### src/rtl/alu_wb_stage_pkg.sv
// Shared processor package: opcode encodings, decode helpers, datapath widths
// and the write-back stage state encoding.
package alu_wb_stage_pkg;

  localparam int unsigned DATA_W  = 16;
  localparam int unsigned REG_W   = 4;
  localparam int unsigned OPC_W   = 4;
  localparam int unsigned CNT_W   = 16;
  localparam int unsigned ALU_MSB = DATA_W - 1;

  typedef enum logic [OPC_W-1:0] {
    OP_ADD    = 4'b0000,
    OP_SUB    = 4'b0001,
    OP_XOR    = 4'b0010,
    OP_RED    = 4'b0011,
    OP_SLL    = 4'b0100,
    OP_SRA    = 4'b0101,
    OP_ROR    = 4'b0110,
    OP_PADDSB = 4'b0111,
    OP_LW     = 4'b1000,
    OP_SW     = 4'b1001,
    OP_LHB    = 4'b1010,
    OP_LLB    = 4'b1011,
    OP_B      = 4'b1100,
    OP_BR     = 4'b1101,
    OP_PCS    = 4'b1110,
    OP_HLT    = 4'b1111
  } opcode_e;

  typedef enum logic {
    ST_RUN  = 1'b0,
    ST_HALT = 1'b1
  } state_e;

  typedef struct packed {
    logic z;
    logic v;
    logic n;
  } flags_t;

  function automatic logic op_writes_rf(input logic [OPC_W-1:0] op);
    return !(op == OP_SW || op == OP_B || op == OP_BR || op == OP_HLT);
  endfunction

  function automatic logic op_sets_znv(input logic [OPC_W-1:0] op);
    return (op == OP_ADD || op == OP_SUB);
  endfunction

  function automatic logic op_sets_z_only(input logic [OPC_W-1:0] op);
    return (op == OP_XOR || op == OP_SLL || op == OP_SRA || op == OP_ROR);
  endfunction

endpackage

### src/rtl/alu_wb_stage_if.sv
// Execute-to-write-back bus: instruction presentation in, registered results out.
interface alu_wb_stage_if;
  import alu_wb_stage_pkg::*;

  logic                in_valid;
  logic [OPC_W-1:0]    opcode;
  logic [DATA_W-1:0]   alu_out;
  logic                alu_ovfl;
  logic [REG_W-1:0]    rd;
  logic                stall;
  logic                flush;

  logic                out_valid;
  logic [DATA_W-1:0]   wb_data;
  logic [REG_W-1:0]    wb_rd;
  logic                wb_we;
  logic                flag_z;
  logic                flag_v;
  logic                flag_n;
  logic                halted;
  logic [CNT_W-1:0]    retired_cnt;

  modport master (
    output in_valid, opcode, alu_out, alu_ovfl, rd, stall, flush,
    input  out_valid, wb_data, wb_rd, wb_we, flag_z, flag_v, flag_n, halted, retired_cnt
  );

  modport slave (
    input  in_valid, opcode, alu_out, alu_ovfl, rd, stall, flush,
    output out_valid, wb_data, wb_rd, wb_we, flag_z, flag_v, flag_n, halted, retired_cnt
  );

endinterface

### src/rtl/alu_wb_stage_flag_unit.sv
// Next-state computation for the architectural Z/V/N flags.
module flag_unit
  import alu_wb_stage_pkg::*;
(
  input  logic [OPC_W-1:0]  opcode_i,
  input  logic [DATA_W-1:0] alu_out_i,
  input  logic              alu_ovfl_i,
  input  logic              en_i,
  input  flags_t            flags_i,
  output flags_t            flags_o
);

  always_comb begin
    flags_o = flags_i;
    if (en_i) begin
      if (op_sets_znv(opcode_i)) begin
        flags_o.z = (alu_out_i == '0);
        flags_o.n = alu_out_i[ALU_MSB];
        flags_o.v = alu_ovfl_i;
      end else if (op_sets_z_only(opcode_i)) begin
        flags_o.z = (alu_out_i == '0);
      end
    end
  end

endmodule

### src/rtl/alu_wb_stage.sv
// Write-back stage: registers the ALU result, gates the RF write, keeps the
// flags and retire counter, and halts on HLT until reset.
module alu_wb_stage
  import alu_wb_stage_pkg::*;
(
  input  logic         clk,
  input  logic         rst,
  alu_wb_stage_if.slave bus
);

  state_e              state_q, state_d;
  logic                valid_q, valid_d;
  logic [DATA_W-1:0]   data_q,  data_d;
  logic [REG_W-1:0]    rd_q,    rd_d;
  logic                we_q,    we_d;
  flags_t              flags_q, flags_d;
  logic [CNT_W-1:0]    cnt_q,   cnt_d;
  logic                accept;

  assign accept = (state_q == ST_RUN) && bus.in_valid && !bus.stall && !bus.flush;

  flag_unit u_flag_unit (
    .opcode_i   (bus.opcode),
    .alu_out_i  (bus.alu_out),
    .alu_ovfl_i (bus.alu_ovfl),
    .en_i       (accept),
    .flags_i    (flags_q),
    .flags_o    (flags_d)
  );

  always_comb begin
    state_d = state_q;
    valid_d = valid_q;
    data_d  = data_q;
    rd_d    = rd_q;
    we_d    = we_q;
    cnt_d   = cnt_q;

    if (accept && bus.opcode == OP_HLT) begin
      state_d = ST_HALT;
    end

    // Halt and flush both drop the output slot; stall alone holds everything.
    if (state_q == ST_HALT || bus.flush) begin
      valid_d = 1'b0;
      we_d    = 1'b0;
    end else if (!bus.stall) begin
      valid_d = bus.in_valid;
      we_d    = bus.in_valid && op_writes_rf(bus.opcode);
      if (accept) begin
        data_d = bus.alu_out;
        rd_d   = bus.rd;
        cnt_d  = cnt_q + CNT_W'(1);
      end
    end
  end

  always_ff @(posedge clk) begin
    if (rst) begin
      state_q <= ST_RUN;
      valid_q <= 1'b0;
      data_q  <= '0;
      rd_q    <= '0;
      we_q    <= 1'b0;
      flags_q <= '0;
      cnt_q   <= '0;
    end else begin
      state_q <= state_d;
      valid_q <= valid_d;
      data_q  <= data_d;
      rd_q    <= rd_d;
      we_q    <= we_d;
      flags_q <= flags_d;
      cnt_q   <= cnt_d;
    end
  end

  assign bus.out_valid   = valid_q;
  assign bus.wb_data     = data_q;
  assign bus.wb_rd       = rd_q;
  assign bus.wb_we       = we_q;
  assign bus.flag_z      = flags_q.z;
  assign bus.flag_v      = flags_q.v;
  assign bus.flag_n      = flags_q.n;
  assign bus.halted      = (state_q == ST_HALT);
  assign bus.retired_cnt = cnt_q;

endmodule

### src/flat_wrapper.sv
// flat-port wrapper written by rule: the top's interface ports become plain ports
module alu_wb_stage_flat import alu_wb_stage_pkg::*;
  (clk, rst, bus_in_valid, bus_opcode, bus_alu_out, bus_alu_ovfl, bus_rd, bus_stall, bus_flush, bus_out_valid, bus_wb_data, bus_wb_rd, bus_wb_we, bus_flag_z, bus_flag_v, bus_flag_n, bus_halted, bus_retired_cnt);
  alu_wb_stage_if bus_i ();
  input  logic clk;
  input  logic rst;
  input wire logic [$bits(bus_i.in_valid)-1:0] bus_in_valid;
  input wire logic [$bits(bus_i.opcode)-1:0] bus_opcode;
  input wire logic [$bits(bus_i.alu_out)-1:0] bus_alu_out;
  input wire logic [$bits(bus_i.alu_ovfl)-1:0] bus_alu_ovfl;
  input wire logic [$bits(bus_i.rd)-1:0] bus_rd;
  input wire logic [$bits(bus_i.stall)-1:0] bus_stall;
  input wire logic [$bits(bus_i.flush)-1:0] bus_flush;
  output wire logic [$bits(bus_i.out_valid)-1:0] bus_out_valid;
  output wire logic [$bits(bus_i.wb_data)-1:0] bus_wb_data;
  output wire logic [$bits(bus_i.wb_rd)-1:0] bus_wb_rd;
  output wire logic [$bits(bus_i.wb_we)-1:0] bus_wb_we;
  output wire logic [$bits(bus_i.flag_z)-1:0] bus_flag_z;
  output wire logic [$bits(bus_i.flag_v)-1:0] bus_flag_v;
  output wire logic [$bits(bus_i.flag_n)-1:0] bus_flag_n;
  output wire logic [$bits(bus_i.halted)-1:0] bus_halted;
  output wire logic [$bits(bus_i.retired_cnt)-1:0] bus_retired_cnt;
  assign bus_i.in_valid = bus_in_valid;
  assign bus_i.opcode = bus_opcode;
  assign bus_i.alu_out = bus_alu_out;
  assign bus_i.alu_ovfl = bus_alu_ovfl;
  assign bus_i.rd = bus_rd;
  assign bus_i.stall = bus_stall;
  assign bus_i.flush = bus_flush;
  assign bus_out_valid = bus_i.out_valid;
  assign bus_wb_data = bus_i.wb_data;
  assign bus_wb_rd = bus_i.wb_rd;
  assign bus_wb_we = bus_i.wb_we;
  assign bus_flag_z = bus_i.flag_z;
  assign bus_flag_v = bus_i.flag_v;
  assign bus_flag_n = bus_i.flag_n;
  assign bus_halted = bus_i.halted;
  assign bus_retired_cnt = bus_i.retired_cnt;
  alu_wb_stage u_core (.clk(clk), .rst(rst), .bus(bus_i));
endmodule
### config.mk
export PLATFORM = sky130hd
export DESIGN_NAME = alu_wb_stage_flat
export DESIGN_NICKNAME = d
export VERILOG_FILES = /design/src/rtl/alu_wb_stage_pkg.sv /design/src/rtl/alu_wb_stage_if.sv /design/src/rtl/alu_wb_stage_flag_unit.sv /design/src/rtl/alu_wb_stage.sv /design/src/flat_wrapper.sv
export SDC_FILE = /design/constraint.sdc
export NUM_CORES = 1
export LEC_CHECK = 0
export ABC_AREA = 1
export CORE_MARGIN = 2
export CORE_UTILIZATION = 43
export DETAILED_ROUTE_END_ITERATION = 7
export HOLD_SLACK_MARGIN = 0.08
export PLACE_DENSITY = 0.85
export SLEW_MARGIN = 20
export SYNTH_ARGS = -nofsm -noshare
export SYNTH_HDL_FRONTEND = slang
export SYNTH_SLANG_ARGS = --single-unit
### constraint.sdc
create_clock -name clk -period 1.35 [get_ports clk]
set_input_delay 0.27 -clock clk [delete_from_list [all_inputs] [get_ports clk]]
set_output_delay 0.27 -clock clk [all_outputs]
set_load 0.05 [all_outputs]
After elaboration in Yosys (flattened, before gate mapping)
Index checks and enable logic that the tools add are counted.
{ "word_totals": {"mem_count": 0, "ram_bits": 0, "mem_bits_ro": 0, "ff_bits": 42, "inputBits": 30, "output_inout_bits": 42, "word_cells": 47, "latchBits": 0} }
{ "op_classes": {"div_mod_pow": 0, "bitwise": 3, "muxes": 2, "reduce_logical": 23, "n_eq_ne": 9, "magnitude_cmp": 0, "mul": 0, "shift": 0, "n_addsub": 1} }
{ "ops": {"columns": ["cell", "count"], "rows": [
  ["$add 16x1->16 const B", 1],
  ["$eq 4x4->1 const B", 4],
  ["$logic_not 16->1", 1],
  ["$eq 4x3->1 const B", 3],
  ["$logic_or 1x1->1", 8],
  ["$logic_and 1x1->1", 5],
  ["$eq 4x1->1 const B", 1],
  ["$eq 4x2->1 const B", 1],
  ["$logic_not 4->1", 1],
  ["$reduce_and 2->1", 2],
  ["$logic_not 1->1", 3],
  ["$not 1->1", 3],
  ["$reduce_and 3->1", 1],
  ["$mux 1", 2],
  ["$reduce_bool 2->1", 1],
  ["$reduce_or 2->1", 1]
]} }

Depth between registers and ports, before layout
Gate-level depths: netlist (run 1).
{ "logic_depth": {"word_depth": 6, "mapped_depth": 9, "mapped_depth_nobuf": 8} }

By module
Synthesis (run 1) repeated with hierarchy kept, for this count alone.
{ "unflattened": {"hier_cells": 270, "area_unflattened_um2": 1876.8} }
{ "by_module_without_submodules": {"columns": ["mod", "area_per_inst_um2", "n_inst", "seq_area_each_um2", "cells_per_inst"], "rows": [
  ["alu_wb_stage", 1742.9, 1, 840.8, 240],
  ["flag_unit", 133.9, 1, 0.0, 30]
]} }

Worst setup path after synthesis (run 1)
No wires, ideal clock.
{ "synth_path": {"kind": "reg-to-reg", "start": "register u_core.cnt_q[0], in the netlist u_core.bus.retired_cnt[0]", "end": "register u_core.cnt_q[6], in the netlist u_core.bus.retired_cnt[6]", "path_buffers": 0, "arrival_time_ns": 1.528, "required_time_ns": 1.231, "setup_time_ns": 0.119, "path_stages_with_launch": 7, "period_less_slack_ns": 1.648, "path_slack_ns": -0.298, "cell_sequence": "dfxtp_1 > ha_1 > nand3_2 > nor2_2 > nand2_1 > o21ai_0 > a21oi_1"} }
{ "synth_between": {"elab_chain_cells": 1} }
{ "synth_lines": {"columns": ["item", "line", "source"], "rows": [
  ["start, declared", "alu_wb_stage.sv:17", "logic [CNT_W-1:0] cnt_q, cnt_d;"],
  ["start signal, assigned", "alu_wb_stage.sv:74", "cnt_q <= cnt_d;"],
  ["$add 16x1->16", "alu_wb_stage.sv:53", "cnt_d = cnt_q + CNT_W'(1);"]
]} }
Every way passes these cells.
A chain may end at the register's enable or synchronous reset.

Worst setup path after layout (run 1)
{ "layout_path": {"start": "register u_core.state_q, in the netlist u_core.bus.halted", "end": "register u_core.cnt_q[10], in the netlist u_core.bus.retired_cnt[10]"} }
{ "layout_between": {"elab_chain_cells": 5, "word_cells_on_any_way": 7, "classes_between": "bitwise (2); reduce/logical (5)"} }
{ "layout_lines": {"columns": ["item", "line", "source"], "rows": [
  ["start, declared", "alu_wb_stage.sv:11", "state_e state_q, state_d;"],
  ["start signal, assigned", "alu_wb_stage.sv:68", "state_q <= state_d;"],
  ["$not 1->1", "alu_wb_stage.sv:20", "assign accept = (state_q == ST_RUN) && bus.in_valid && !bus.stall && !bus.flush;"],
  ["$logic_and 1x1->1 (3 in a row)", "alu_wb_stage.sv:20", null],
  ["$reduce_and 3->1 (no line) (*)", null, null]
]} }
Every way passes the cells marked *; elsewhere a longest branch is shown, timed or not.

==> impl_metrics.ini, run 1 <==
[status]
status = finished with violations
violations_in_the_final_reports = negative setup slack

[critical_path]
cells_along_the_critical_path = nor2_4 -> nand2_2 -> buf_6 -> buf_12 -> nor3_4 -> nand2_1 -> nand2_1 -> nand2_1 -> nor2_1
timing.reg2reg.worst_path_depth = 9
crit_top_cell = sky130_fd_sc_hd__nand2_1
timing.rr.end = u_core.bus.retired_cnt[10]
worst_setup_path_start_kind = register
timing.critical_path.buf_inv = 2
end_kind = register
slowest_stage_cell_on_the_critical_path = sky130_fd_sc_hd__dfxtp_4
type_of_the_worst_setup_path = reg2reg
worst-r2r-setup-slack_ns = -0.02
critical_path.max_stage_delay_ns = 0.36
cp.required_ns = 1.59
cpLargestDelayFamily = simple AND/OR/NAND/NOR gates
critPathMaxFanout = 3
crit-reg2reg-launch = u_core.bus.halted
worstPathArrival_ns = 1.61

[finish]
final_cell_mix = sky130_fd_sc_hd__buf_12 (45), sky130_fd_sc_hd__inv_1 (39), sky130_fd_sc_hd__nand2_1 (39)
syn_to_final_growth_pct = 81.9
stdcell_count = 389
final_util_pct = 82.5
commonest_non_fill_non_tap_cell_in_the_layout = sky130_fd_sc_hd__buf_12
antenna_diodes = 0
finish.net_count = 369
drive_above_1_share_pct = 28.9

[sta]
maxSlewViolCount = 0
fin_crit_ns = 1.37
setup_ws_ns = -0.0247
report.final.setup_viol = 3
clock-skew-final_ns = 0.00419
report.final.hold_viol_count = 0
max_slew_margin_pct = 77.8
max_clock_freq_ghz = 0.727
min_period_over_period_pct = 102
timing_worst_slew_pin_value_ns = 0.329
fin_worst_hold_slack_ns = 0.415
rsz_0062_raised_after_global_routing = yes

[placement]
numPlacedInstances = 377
dpl_worst_slack_ns = -0.367
globalplace.congestion = 0.885
numPortBuffers = 71
hpwlAfterDp_mm = 4.16

[clock_network]
cts-hold-fix-buffers = 0
worstSkewPairLatency_ns = 0.30
cts.reportedPaths.clkPinSlew_ns = 0.08
cts-root-buf = sky130_fd_sc_hd__clkbuf_8
tritoncts = done
cts-root-to-sink-buffers = 2
htree_num_levels = 2
cts_inserted_buffers = 5
numClockSinks = 42

[synthesis]
synth_edf_count = 0
synth_seq_cells = 42
synth.yosys.warnings = 0
synth_area_um2 = 1840
post_synth_inst_count = 251
portion_of_synthesized_cell_area_occupied_by_the_leading_cell_type_pct = 45.7
synth_nets = 282
synthTopCellsByArea = sky130_fd_sc_hd__dfxtp_1 (46%), sky130_fd_sc_hd__nand2_1 (8.2%), sky130_fd_sc_hd__inv_1 (8.0%)
synth_sequential_area_ratio_pct = 45.7
synth_cell_type_count = 23
yosys_most_used_dff = sky130_fd_sc_hd__dfxtp_1
syn_avg_cell_area_um2 = 7.33
netlist.top_cell.by_area = sky130_fd_sc_hd__dfxtp_1
share_of_flip_flops_with_an_asynchronous_set_or_reset_after_synthesis_pct = 0

[route]
antenna_violation_net_count_after_detailed_routing = 0
drt_pass1_iterations = 4
drc = 0
route.detailed.vias_per_inst = 5.32
initialDrtViolationCount = 201
drt-total-wl_mm = 6.37
num_vias = 2070
route.detailed.wl_per_inst_um = 16.4

[grt]
initial_antenna_violation_count = 0
grt_pass1_vias = 2135
gr-total-overflow = 0
wire_length_of_the_first_global_routing_pass_mm = 10.1
grt_usage_pct = 26.1
largest_net_degree_at_the_start_of_global_routing = 41

[die]
placementRows = 23
core_region_area_um2 = 4060
top_level_ports = 72
initial_core_util_pct = 45.3
die_area_um2 = 4820
die_height_um = 69.4
chipWidth_um = 69.4

[min_path]
hp-start = bus_stall
hold_end = u_core.bus.wb_we
timing.hold.worst.class = in2reg
hold_path_depth = 3

[power]
power.density_cell_area_nw_per_um2 = 857
p_total_mw = 2.87
leakage_component_of_the_power_nw = 1.39
max-vdd-ir-drop_uv = 654

[job]
max_cap_violations = 0
kinds of logic after synthesis:
group | count (synthesis) | synth area share [%]
AOI/OAI and AO/OA | 60 | 16.7
xor gates and xnor gates | 2 | 0.953
adders and majority gates | 1 | 0.680
buffers and inverters | 47 | 10.5
DFF | 42 | 45.7
and+or+nand+nor | 99 | 25.4
timing repair:
| item | 4_1_cts | 5_1_grt |
|---|---|---|
| gates resized for setup | 9 | 12 |
| setup buffers | 2 | 2 |
| setup endpoints to repair | 11 | 17 |
| pin swaps | 6 | 5 |
| gates cloned | 0 | 0 |
flip-flops by register name (all words and copies together), names as in the netlist:
register                count
u_core.bus.retired_cnt     16
u_core.bus.wb_data         16
u_core.bus.wb_rd            4
u_core.bus.flag_n           1
u_core.bus.flag_v           1
u_core.bus.flag_z           1
u_core.bus.halted           1
u_core.bus.out_valid        1
u_core.bus.wb_we            1
cell type report:
class | count | area, µm²
clock inverter | 3 | 40.0
timing repair buffer | 88 | 1300
multi-input combinational | 162 | 861
inverter | 39 | 146
fill | 217 | 712
sequential | 42 | 867
tap | 50 | 62.6
clock buffer | 5 | 68.8
worst max-delay path by stage:
stage / from / to / slack (ns) / cells after the start
finish: u_core.bus.halted / u_core.bus.retired_cnt[10] / -0.02 / 9
global route: u_core.bus.halted / u_core.bus.retired_cnt[8] / -0.11 / 9
CTS: u_core.bus.halted / u_core.bus.retired_cnt[15] / 0.02 / 7
detailed placement: bus_in_valid / u_core.bus.retired_cnt[15] / -0.37 / 9
global placement: bus_stall / u_core.bus.retired_cnt[13] / -0.26 / 9
floorplan: u_core.bus.retired_cnt[10] / u_core.bus.retired_cnt[13] / 0.002 / 7
per-stage QoR:
step                      TNS [ns]  area, µm²
after floorplan                  0       1860
after global placement       -8.04       3130
after detailed placement    -10.93       3130
after CTS                        0       3280
after global routing        -0.446       3350
final                      -0.0514       3350
cell usage after synthesis (3+ instances only):
library cell / number
sky130_fd_sc_hd__dfxtp_1: 42
sky130_fd_sc_hd__nand2_1: 40
sky130_fd_sc_hd__inv_1: 39
sky130_fd_sc_hd__nor2_1: 35
sky130_fd_sc_hd__o21ai_0: 29
sky130_fd_sc_hd__a21oi_1: 28
sky130_fd_sc_hd__nand4_1: 8
sky130_fd_sc_hd__nand3_1: 4
sky130_fd_sc_hd__nor2_2: 4
sky130_fd_sc_hd__buf_2: 3
tightest hold or removal path: stages:
cell                            delay (ns)
sky130_fd_sc_hd__dlygate4sd2_1        0.27
sky130_fd_sc_hd__nand2_1              0.07
sky130_fd_sc_hd__a21oi_1              0.06
metal layers:
| layer | vias up | track usage [%] | part of all wire [%] |
|---|---|---|---|
| li1 | 977 | - | - |
| met1 | 956 | 28.7 | 37 |
| met2 | 114 | 46.0 | 53 |
| met3 | 23 | 5.67 | 5.9 |
| met4 | 0 | 15.3 | 3.3 |
| met5 | - | 0 | 0 |
power by group:
part | switching (mW) | total, mW | internal, mW | leakage, nW
Clock | 0.458 | 1.00 | 0.545 | 0.0579
Combinational | 0.274 | 0.552 | 0.278 | 0.987
Sequential | 0.0420 | 1.31 | 1.27 | 0.349
(Power assumes the default switching activity.)
==> run 2, diff against run 1 <==
--- a/config.mk
+++ b/config.mk
@@ -5,9 +5,8 @@
 export SDC_FILE = /design/constraint.sdc
 export NUM_CORES = 1
 export LEC_CHECK = 0
-export ABC_AREA = 1
 export CORE_MARGIN = 2
-export CORE_UTILIZATION = 43
+export CORE_UTILIZATION = 42
 export DETAILED_ROUTE_END_ITERATION = 7
 export HOLD_SLACK_MARGIN = 0.08
 export PLACE_DENSITY = 0.85
==> impl_metrics.ini, run 2 <==
[status]
status = aborted with a tool error
stop_stage = global routing (5_1_grt)
first_err = [ERROR GRT-0232] Routing congestion too high. Check the congestion heatmap in the GUI.

[synthesis]
synth.yosys.warnings = 0
synth_nets = 242
synth_seq_cells = 42
portion_of_synthesized_cell_area_occupied_by_the_leading_cell_type_pct = 48.8
synth_edf_count = 0
syn_avg_cell_area_um2 = 8.16
synth_sequential_area_ratio_pct = 48.8
share_of_flip_flops_with_an_asynchronous_set_or_reset_after_synthesis_pct = 0
yosys_most_used_dff = sky130_fd_sc_hd__dfxtp_1
post_synth_inst_count = 211
netlist_top_cells_count = sky130_fd_sc_hd__nand2_1 (49), sky130_fd_sc_hd__dfxtp_1 (42), sky130_fd_sc_hd__a21oi_1 (27)
synth_cell_type_count = 27
synth_area_um2 = 1720
synthTopCellsByArea = sky130_fd_sc_hd__dfxtp_1 (49%), sky130_fd_sc_hd__nand2_1 (11%), sky130_fd_sc_hd__a21oi_1 (7.8%)
netlist.top_cell.by_area = sky130_fd_sc_hd__dfxtp_1
synthMostInstantiatedCell = sky130_fd_sc_hd__nand2_1

[sta]
endpoint_type = register data pin
worst_endpoint_post_grt_repair = u_core.bus.retired_cnt[13]$_SDFFE_PP0P_/D

[clock_network]
cts-root-to-sink-buffers = 2
cts_inserted_buffers = 5
numClockSinks = 42
htree_num_levels = 2
cts-root-buf = sky130_fd_sc_hd__clkbuf_8

[die]
chipWidth_um = 68.0
initial_core_util_pct = 43.4
top_level_ports = 72
die_height_um = 68.0
placementRows = 23

[grt]
gr-total-overflow = 18
largest_net_degree_at_the_start_of_global_routing = 19
grt_usage_pct = 71.3

[placement]
hpwlAfterDp_mm = 4.28
globalplace.congestion = 0.859
numPlacedInstances = 355
numPortBuffers = 71
run 2: cells by family after synthesis:
kind of cell	count (synthesis)	share of synthesized area, %
buffers and inverters	16	3.56
flip-flops	42	48.8
XOR/XNOR	10	5.09
AND/OR/NAND/NOR	104	29.0
adder cells (fa/ha/maj)	2	1.31
multiplexers	4	2.40
AO/OA/AOI/OAI	33	9.81
run 2: routing by layer:
metal,overflow,global-route usage (%)
met2,8,89.1
met3,0,57.1
met4,10,73.8
met5,0,11.3
met1,0,69.1
run 2: metrics by stage:
step | hold slack (ns) | area (µm²) | util (%) | worst slack, ns
after floorplan | 0.349 | 1730 | - | -0.607
after global placement | 0.479 | 3160 | 79.5 | -0.888
after detailed placement | 0.485 | 3160 | 79.5 | -0.922
after CTS | 0.428 | 3650 | 91.8 | -0.466
run 2: timing repair:
action                                  4_1_cts
gates cloned                                  3
pin swaps                                    29
setup buffers                                10
endpoints found under the setup margin       41
resized for setup                            62
hold buffers                                  0
==> run 3, diff against run 2 <==
--- a/config.mk
+++ b/config.mk
@@ -6,10 +6,9 @@
 export NUM_CORES = 1
 export LEC_CHECK = 0
 export CORE_MARGIN = 2
-export CORE_UTILIZATION = 42
+export CORE_UTILIZATION = 30
 export DETAILED_ROUTE_END_ITERATION = 7
-export HOLD_SLACK_MARGIN = 0.08
-export PLACE_DENSITY = 0.85
+export PLACE_DENSITY_LB_ADDON = 0.15
 export SLEW_MARGIN = 20
 export SYNTH_ARGS = -nofsm -noshare
 export SYNTH_HDL_FRONTEND = slang
==> impl_metrics.ini, run 3 <==
[finish]
drive_above_1_share_pct = 55.4
stdcell_count = 408
finish.net_count = 366
syn_to_final_growth_pct = 135
antenna_diodes = 0
commonest_non_fill_non_tap_cell_in_the_layout = sky130_fd_sc_hd__buf_12
filler_instances = 372
finalInstanceArea_um2 = 4040
final_cell_mix = sky130_fd_sc_hd__buf_12 (47), sky130_fd_sc_hd__dfxtp_1 (38), sky130_fd_sc_hd__buf_4 (36)

[power]
p_total_mw = 2.65
sequentialPowerShare_pct = 48.7
power.density_cell_area_nw_per_um2 = 656
leakage_component_of_the_power_nw = 1.63
p_int_mw = 1.92
max-vdd-ir-drop_uv = 642
power_switching_uw = 727
power.switching_fraction_pct = 27.4
combPwrFrac_pct = 21.5
clockPowerShare_pct = 29.8

[clock_network]
numClockSinks = 42
cts-root-to-sink-buffers = 2
tritoncts = done
cts.reportedPaths.clkPinSlew_ns = 0.08
htree_num_levels = 2
worstSkewPairLatency_ns = 0.29
cts-root-buf = sky130_fd_sc_hd__clkbuf_8
cts_inserted_buffers = 5
cts-hold-fix-buffers = 0

[sta]
max_clock_freq_ghz = 0.540
maxSlewViolCount = 0
rsz_0062_raised_after_global_routing = yes
clock-skew-final_ns = 0.00597
report.final.setup_viol = 41
max_slew_margin_pct = 74.8
timing_worst_slew_pin_value_ns = 0.375
report.final.hold_viol_count = 0
setup_ws_ns = -0.501
fin_crit_ns = 1.85
fin_worst_hold_slack_ns = 0.410
min_period_over_period_pct = 137

[status]
status = finished with violations
violations_in_the_final_reports = negative setup slack

[placement]
hpwlAfterDp_mm = 3.93
numPortBuffers = 71
dpl_worst_slack_ns = -0.871
placed_area_um2 = 3250
globalplace.congestion = 0.818
numPlacedInstances = 384

[die]
initial_core_util_pct = 31.1
core_region_area_um2 = 5540
die_height_um = 79.8
die_area_um2 = 6360
chipWidth_um = 79.8
top_level_ports = 72
placementRows = 27

[grt]
grt_usage_pct = 19.6
gr-total-overflow = 0
wire_length_of_the_first_global_routing_pass_mm = 9.60
initial_antenna_violation_count = 0
largest_net_degree_at_the_start_of_global_routing = 23
grt_pass1_vias = 1982

[critical_path]
critical_path.max_stage_delay_ns = 0.54
timing.rr.end = u_core.bus.retired_cnt[13]
timing.reg2reg.worst_path_depth = 4
worst_setup_path_start_kind = register
cpLargestDelayFamily = simple AND/OR/NAND/NOR gates
crit-reg2reg-launch = u_core.bus.halted
critPathMaxFanout = 3
end_kind = register
cells_along_the_critical_path = or4b_4 -> or4_4 -> or3_1 -> a21oi_2
worst-r2r-setup-slack_ns = -0.50
worstPathArrival_ns = 2.09
slowest_stage_cell_on_the_critical_path = sky130_fd_sc_hd__or4b_4
crit_cells = 4
timing.critical_path.buf_inv = 0
type_of_the_worst_setup_path = reg2reg
cp.required_ns = 1.59

[synthesis]
portion_of_synthesized_cell_area_occupied_by_the_leading_cell_type_pct = 48.8
synth_edf_count = 0
netlist_top_cells_count = sky130_fd_sc_hd__nand2_1 (49), sky130_fd_sc_hd__dfxtp_1 (42), sky130_fd_sc_hd__a21oi_1 (27)
synth_cell_type_count = 27
synth_nets = 242
synth_seq_cells = 42
synthTopCellsByArea = sky130_fd_sc_hd__dfxtp_1 (49%), sky130_fd_sc_hd__nand2_1 (11%), sky130_fd_sc_hd__a21oi_1 (7.8%)
share_of_flip_flops_with_an_asynchronous_set_or_reset_after_synthesis_pct = 0
synth_area_um2 = 1720
netlist.top_cell.by_area = sky130_fd_sc_hd__dfxtp_1
syn_avg_cell_area_um2 = 8.16
post_synth_inst_count = 211
yosys_most_used_dff = sky130_fd_sc_hd__dfxtp_1
synthMostInstantiatedCell = sky130_fd_sc_hd__nand2_1
synth_sequential_area_ratio_pct = 48.8
synth.yosys.warnings = 0

[min_path]
hold_end = u_core.bus.out_valid
timing.hold.worst.class = in2reg
hp-start = bus_flush
hold_path_depth = 3

[job]
max_cap_violations = 0

[route]
drt-total-wl_mm = 6.22
num_vias = 2001
route.detailed.wl_per_inst_um = 15.2
drt_pass1_iterations = 4
route.detailed.vias_per_inst = 4.90
initialDrtViolationCount = 138
antenna_violation_net_count_after_detailed_routing = 0
drc = 0
-- run 3: cell counts after synthesis --
No cell type changed its count.
-- run 3: area by class of cell --
type | count | area, µm² | share of cell area (%)
repair buffers | 129 | 1740 | 43.2
multi-input cells | 153 | 1260 | 31.2
flip-flops and latches | 42 | 848 | 21.0
well taps | 72 | 90.1 | 2.23
clock buffers | 6 | 72.6 | 1.80
inverters | 4 | 15.0 | 0.372
clock inverters | 2 | 10.0 | 0.248
-- run 3: cells by family (layout without fill, tap and decap cells) --
family,Yosys count,after routing,synth area share [%]
xor+xnor,10,10,5.09
buf+inv,16,141,3.56
simple gates,104,104,29.0
mux,4,4,2.40
fa+ha+maj,2,2,1.31
compound gates,33,33,9.81
flops,42,42,48.8
-- run 3: per-layer routing --
metal  share of wire, %  global-route usage [%]  wire (µm)  up-vias
li1                   -                       -          -      976
met1                 39                    21.3       2430      956
met2                 52                    35.4       3220       59
met3                6.8                    6.67        424       10
met4                2.3                    6.78        145        0
met5                  0                       0          0        -
-- run 3: worst min-delay path, cell delays in order --
cell,delay [ns]
sky130_fd_sc_hd__dlygate4sd2_1,0.23
sky130_fd_sc_hd__buf_6,0.12
sky130_fd_sc_hd__nor4_1,0.05
-- run 3: power groups by stage --
stage / Combinational, mW / Clock [mW] / Sequential [mW]
6_report: 0.570 / 0.789 / 1.29
3_5_place_dp: 0.428 / 0 / 1.31
4_1_cts: 0.502 / 0.820 / 1.29
2_1_floorplan: 0.0753 / 0 / 1.39
5_1_grt: 0.599 / 0.864 / 1.29
3_3_place_gp: 0.423 / 0 / 1.31
-- run 3: worst max-delay path by stage --
stage / startpoint / to / slack (ns)
final: u_core.bus.halted / u_core.bus.retired_cnt[13] / -0.50
after global routing: u_core.bus.halted / u_core.bus.retired_cnt[13] / -0.56
after CTS: u_core.bus.halted / u_core.bus.retired_cnt[13] / -0.49
after detailed placement: bus_flush / u_core.bus.retired_cnt[13] / -0.87
after global placement: bus_flush / u_core.bus.retired_cnt[13] / -0.84
after floorplan: u_core.bus.halted / u_core.bus.retired_cnt[13] / -0.61
-- run 3: repair_timing --
item | CTS | global route
endpoints found under the setup margin | 40 | 41
gates resized for setup | 49 | 96
pin swaps | 19 | 33
buffers inserted | 10 | 7
gates cloned | 3 | 1
-- run 3: metrics by stage --
step | setup TNS (ns) | utilization [%]
after global routing | -15.64 | 72.9
final | -12.48 | 72.9
after floorplan | -18.74 | -
after global placement | -22.57 | 58.6
after detailed placement | -23.57 | 58.6
after CTS | -11.29 | 66.2
==> run 4, diff against run 3 <==
--- a/config.mk
+++ b/config.mk
@@ -7,8 +7,9 @@
 export LEC_CHECK = 0
 export CORE_MARGIN = 2
 export CORE_UTILIZATION = 30
+export CTS_CLUSTER_DIAMETER = 30
 export DETAILED_ROUTE_END_ITERATION = 7
-export PLACE_DENSITY_LB_ADDON = 0.15
+export PLACE_DENSITY_LB_ADDON = 0.3
 export SLEW_MARGIN = 20
 export SYNTH_ARGS = -nofsm -noshare
 export SYNTH_HDL_FRONTEND = slang
==> impl_metrics.ini, run 4 (synthesis gave the netlist of run 3 again) <==
[critical_path]
timing.reg2reg.worst_path_depth = 4
critPathCapture = u_core.bus.retired_cnt[13]
startpoint = u_core.bus.halted
cp.required_ns = 1.59
type_of_the_worst_setup_path = reg2reg
critPathMaxFanout = 3
slowest_stage_cell_on_the_critical_path = sky130_fd_sc_hd__or4b_4
timing.rr.end = u_core.bus.retired_cnt[13]
cells_along_the_critical_path = or4b_4 -> or4_4 -> or3_4 -> a21oi_2
critical_path.max_stage_delay_ns = 0.50
end_kind = register
worst_setup_path_start_kind = register
crit-reg2reg-launch = u_core.bus.halted
worst-r2r-setup-slack_ns = -0.48
worstPathArrival_ns = 2.06

[power]
leakage_component_of_the_power_nw = 1.42
sequentialPowerShare_pct = 47.5
power_switching_uw = 709
clockPowerShare_pct = 34.7
combPwrFrac_pct = 17.8
power.density_cell_area_nw_per_um2 = 737
max-vdd-ir-drop_uv = 534
power.switching_fraction_pct = 26.2
p_total_mw = 2.70
p_int_mw = 1.99

[job]
max_cap_violations = 0

[clock_network]
cts_inserted_buffers = 5
cts.reportedPaths.clkPinSlew_ns = 0.08
cts-root-buf = sky130_fd_sc_hd__clkbuf_8
worstSkewPairLatency_ns = 0.30
cts-root-to-sink-buffers = 2
htree_num_levels = 2
tritoncts = done
cts-hold-fix-buffers = 0
numClockSinks = 42

[finish]
syn_to_final_growth_pct = 113
drive_above_1_share_pct = 41.4
antenna_diodes = 0
final_cell_mix = sky130_fd_sc_hd__nand2_1 (44), sky130_fd_sc_hd__buf_12 (44), sky130_fd_sc_hd__dfxtp_1 (39)
finish.net_count = 354

[die]
die_height_um = 79.8
core_region_area_um2 = 5540
placementRows = 27
die_area_um2 = 6360
chipWidth_um = 79.8
top_level_ports = 72
initial_core_util_pct = 31.1

[route]
route.detailed.vias_per_inst = 4.98
initialDrtViolationCount = 90
antenna_violation_net_count_after_detailed_routing = 0
num_vias = 1973
route.detailed.wl_per_inst_um = 16.0
drt-total-wl_mm = 6.35
drt_pass1_iterations = 4
drc = 0

[sta]
timing_worst_slew_pin_value_ns = 0.323
maxSlewViolCount = 0
max_clock_freq_ghz = 0.548
fin_worst_hold_slack_ns = 0.424
clock-skew-final_ns = 0.00229
setup_ws_ns = -0.476
report.final.hold_viol_count = 0
max_slew_margin_pct = 78.3
fin_crit_ns = 1.83
min_period_over_period_pct = 135
report.final.setup_viol = 41
rsz_0062_raised_after_global_routing = yes

[min_path]
hold_path_depth = 3
timing.hold.worst.class = in2reg
hp-start = bus_flush

[status]
violations_in_the_final_reports = negative setup slack
status = finished with violations

[grt]
gr-total-overflow = 0
initial_antenna_violation_count = 0
wire_length_of_the_first_global_routing_pass_mm = 9.65
largest_net_degree_at_the_start_of_global_routing = 36
grt_usage_pct = 19.8
grt_pass1_vias = 1983

[placement]
hpwlAfterDp_mm = 3.92
globalplace.congestion = 0.869
numPortBuffers = 71
[run 4: changes by cell type in the layout (fill, tap and decap cells not counted), sizes merged]
cell	change
bufbuf	+1
clkinvlp	+1
dlymetal6s2s	+1
clkinv	-2
clkbuf	+1
buf	-13
clkdlybuf4s50	-1
[run 4: cell type report]
cell class                 count  area (µm²)
clock inverter                 1        7.51
tap                           72        90.1
fill                         442        1870
sequential                    42         847
timing repair buffer         117        1580
multi-input combinational    153        1020
clock buffer                   7        97.6
inverter                       4        15.0
[run 4: metrics by stage]
stage               TNS [ns]  std cells  utilization [%]  setup WS [ns]  cell area, µm²
detailed placement    -21.64        378             57.6         -0.888            3190
finish                -10.36        396             66.2         -0.476            3670
floorplan             -18.74        211                -         -0.607            1730
global placement      -21.37        378             57.6         -0.852            3190
CTS                   -10.63        396             63.9         -0.466            3540
global route          -12.96        396             66.2         -0.558            3670
[run 4: how the worst min path moves through the flow]
stage / slack (ns) / endpoint
after floorplan: 0.35 / u_core.bus.out_valid
after global placement: 0.48 / u_core.bus.wb_rd[0]
after detailed placement: 0.48 / u_core.bus.wb_data[14]
after CTS: 0.42 / u_core.bus.out_valid
after global routing: 0.43 / u_core.bus.wb_we
final: 0.42 / u_core.bus.wb_we
[run 4: worst max-delay path, delay by kind of cell, from the launching register on]
kind | cells | cell delay (ns)
compound gates | 1 | 0.11
flops | 1 | 0.35
simple gates | 3 | 1.32
[run 4: per-layer routing]
layer  vias up  GRT usage [%]  part of all wire (%)
met2        78           36.2                    54
met5         -              0                     0
li1        950              -                     -
met3         6           7.81                   6.9
met4         0           6.10                   1.0
met1       939           20.8                    38
[run 4: power by group through the flow]
stage	Sequential [mW]	Combinational (mW)	Clock (mW)
2_1_floorplan	1.39	0.0753	0
3_3_place_gp	1.31	0.404	0
3_5_place_dp	1.31	0.408	0
4_1_cts	1.28	0.456	0.961
5_1_grt	1.29	0.506	1.02
6_report	1.28	0.481	0.937
[run 4: timing repair]
action	in CTS	in global routing
pin swaps	14	12
setup endpoints to repair	40	43
buffers inserted	10	2
cloned	1	1
gates resized for setup	36	32
endpoints found under the hold margin	0	0
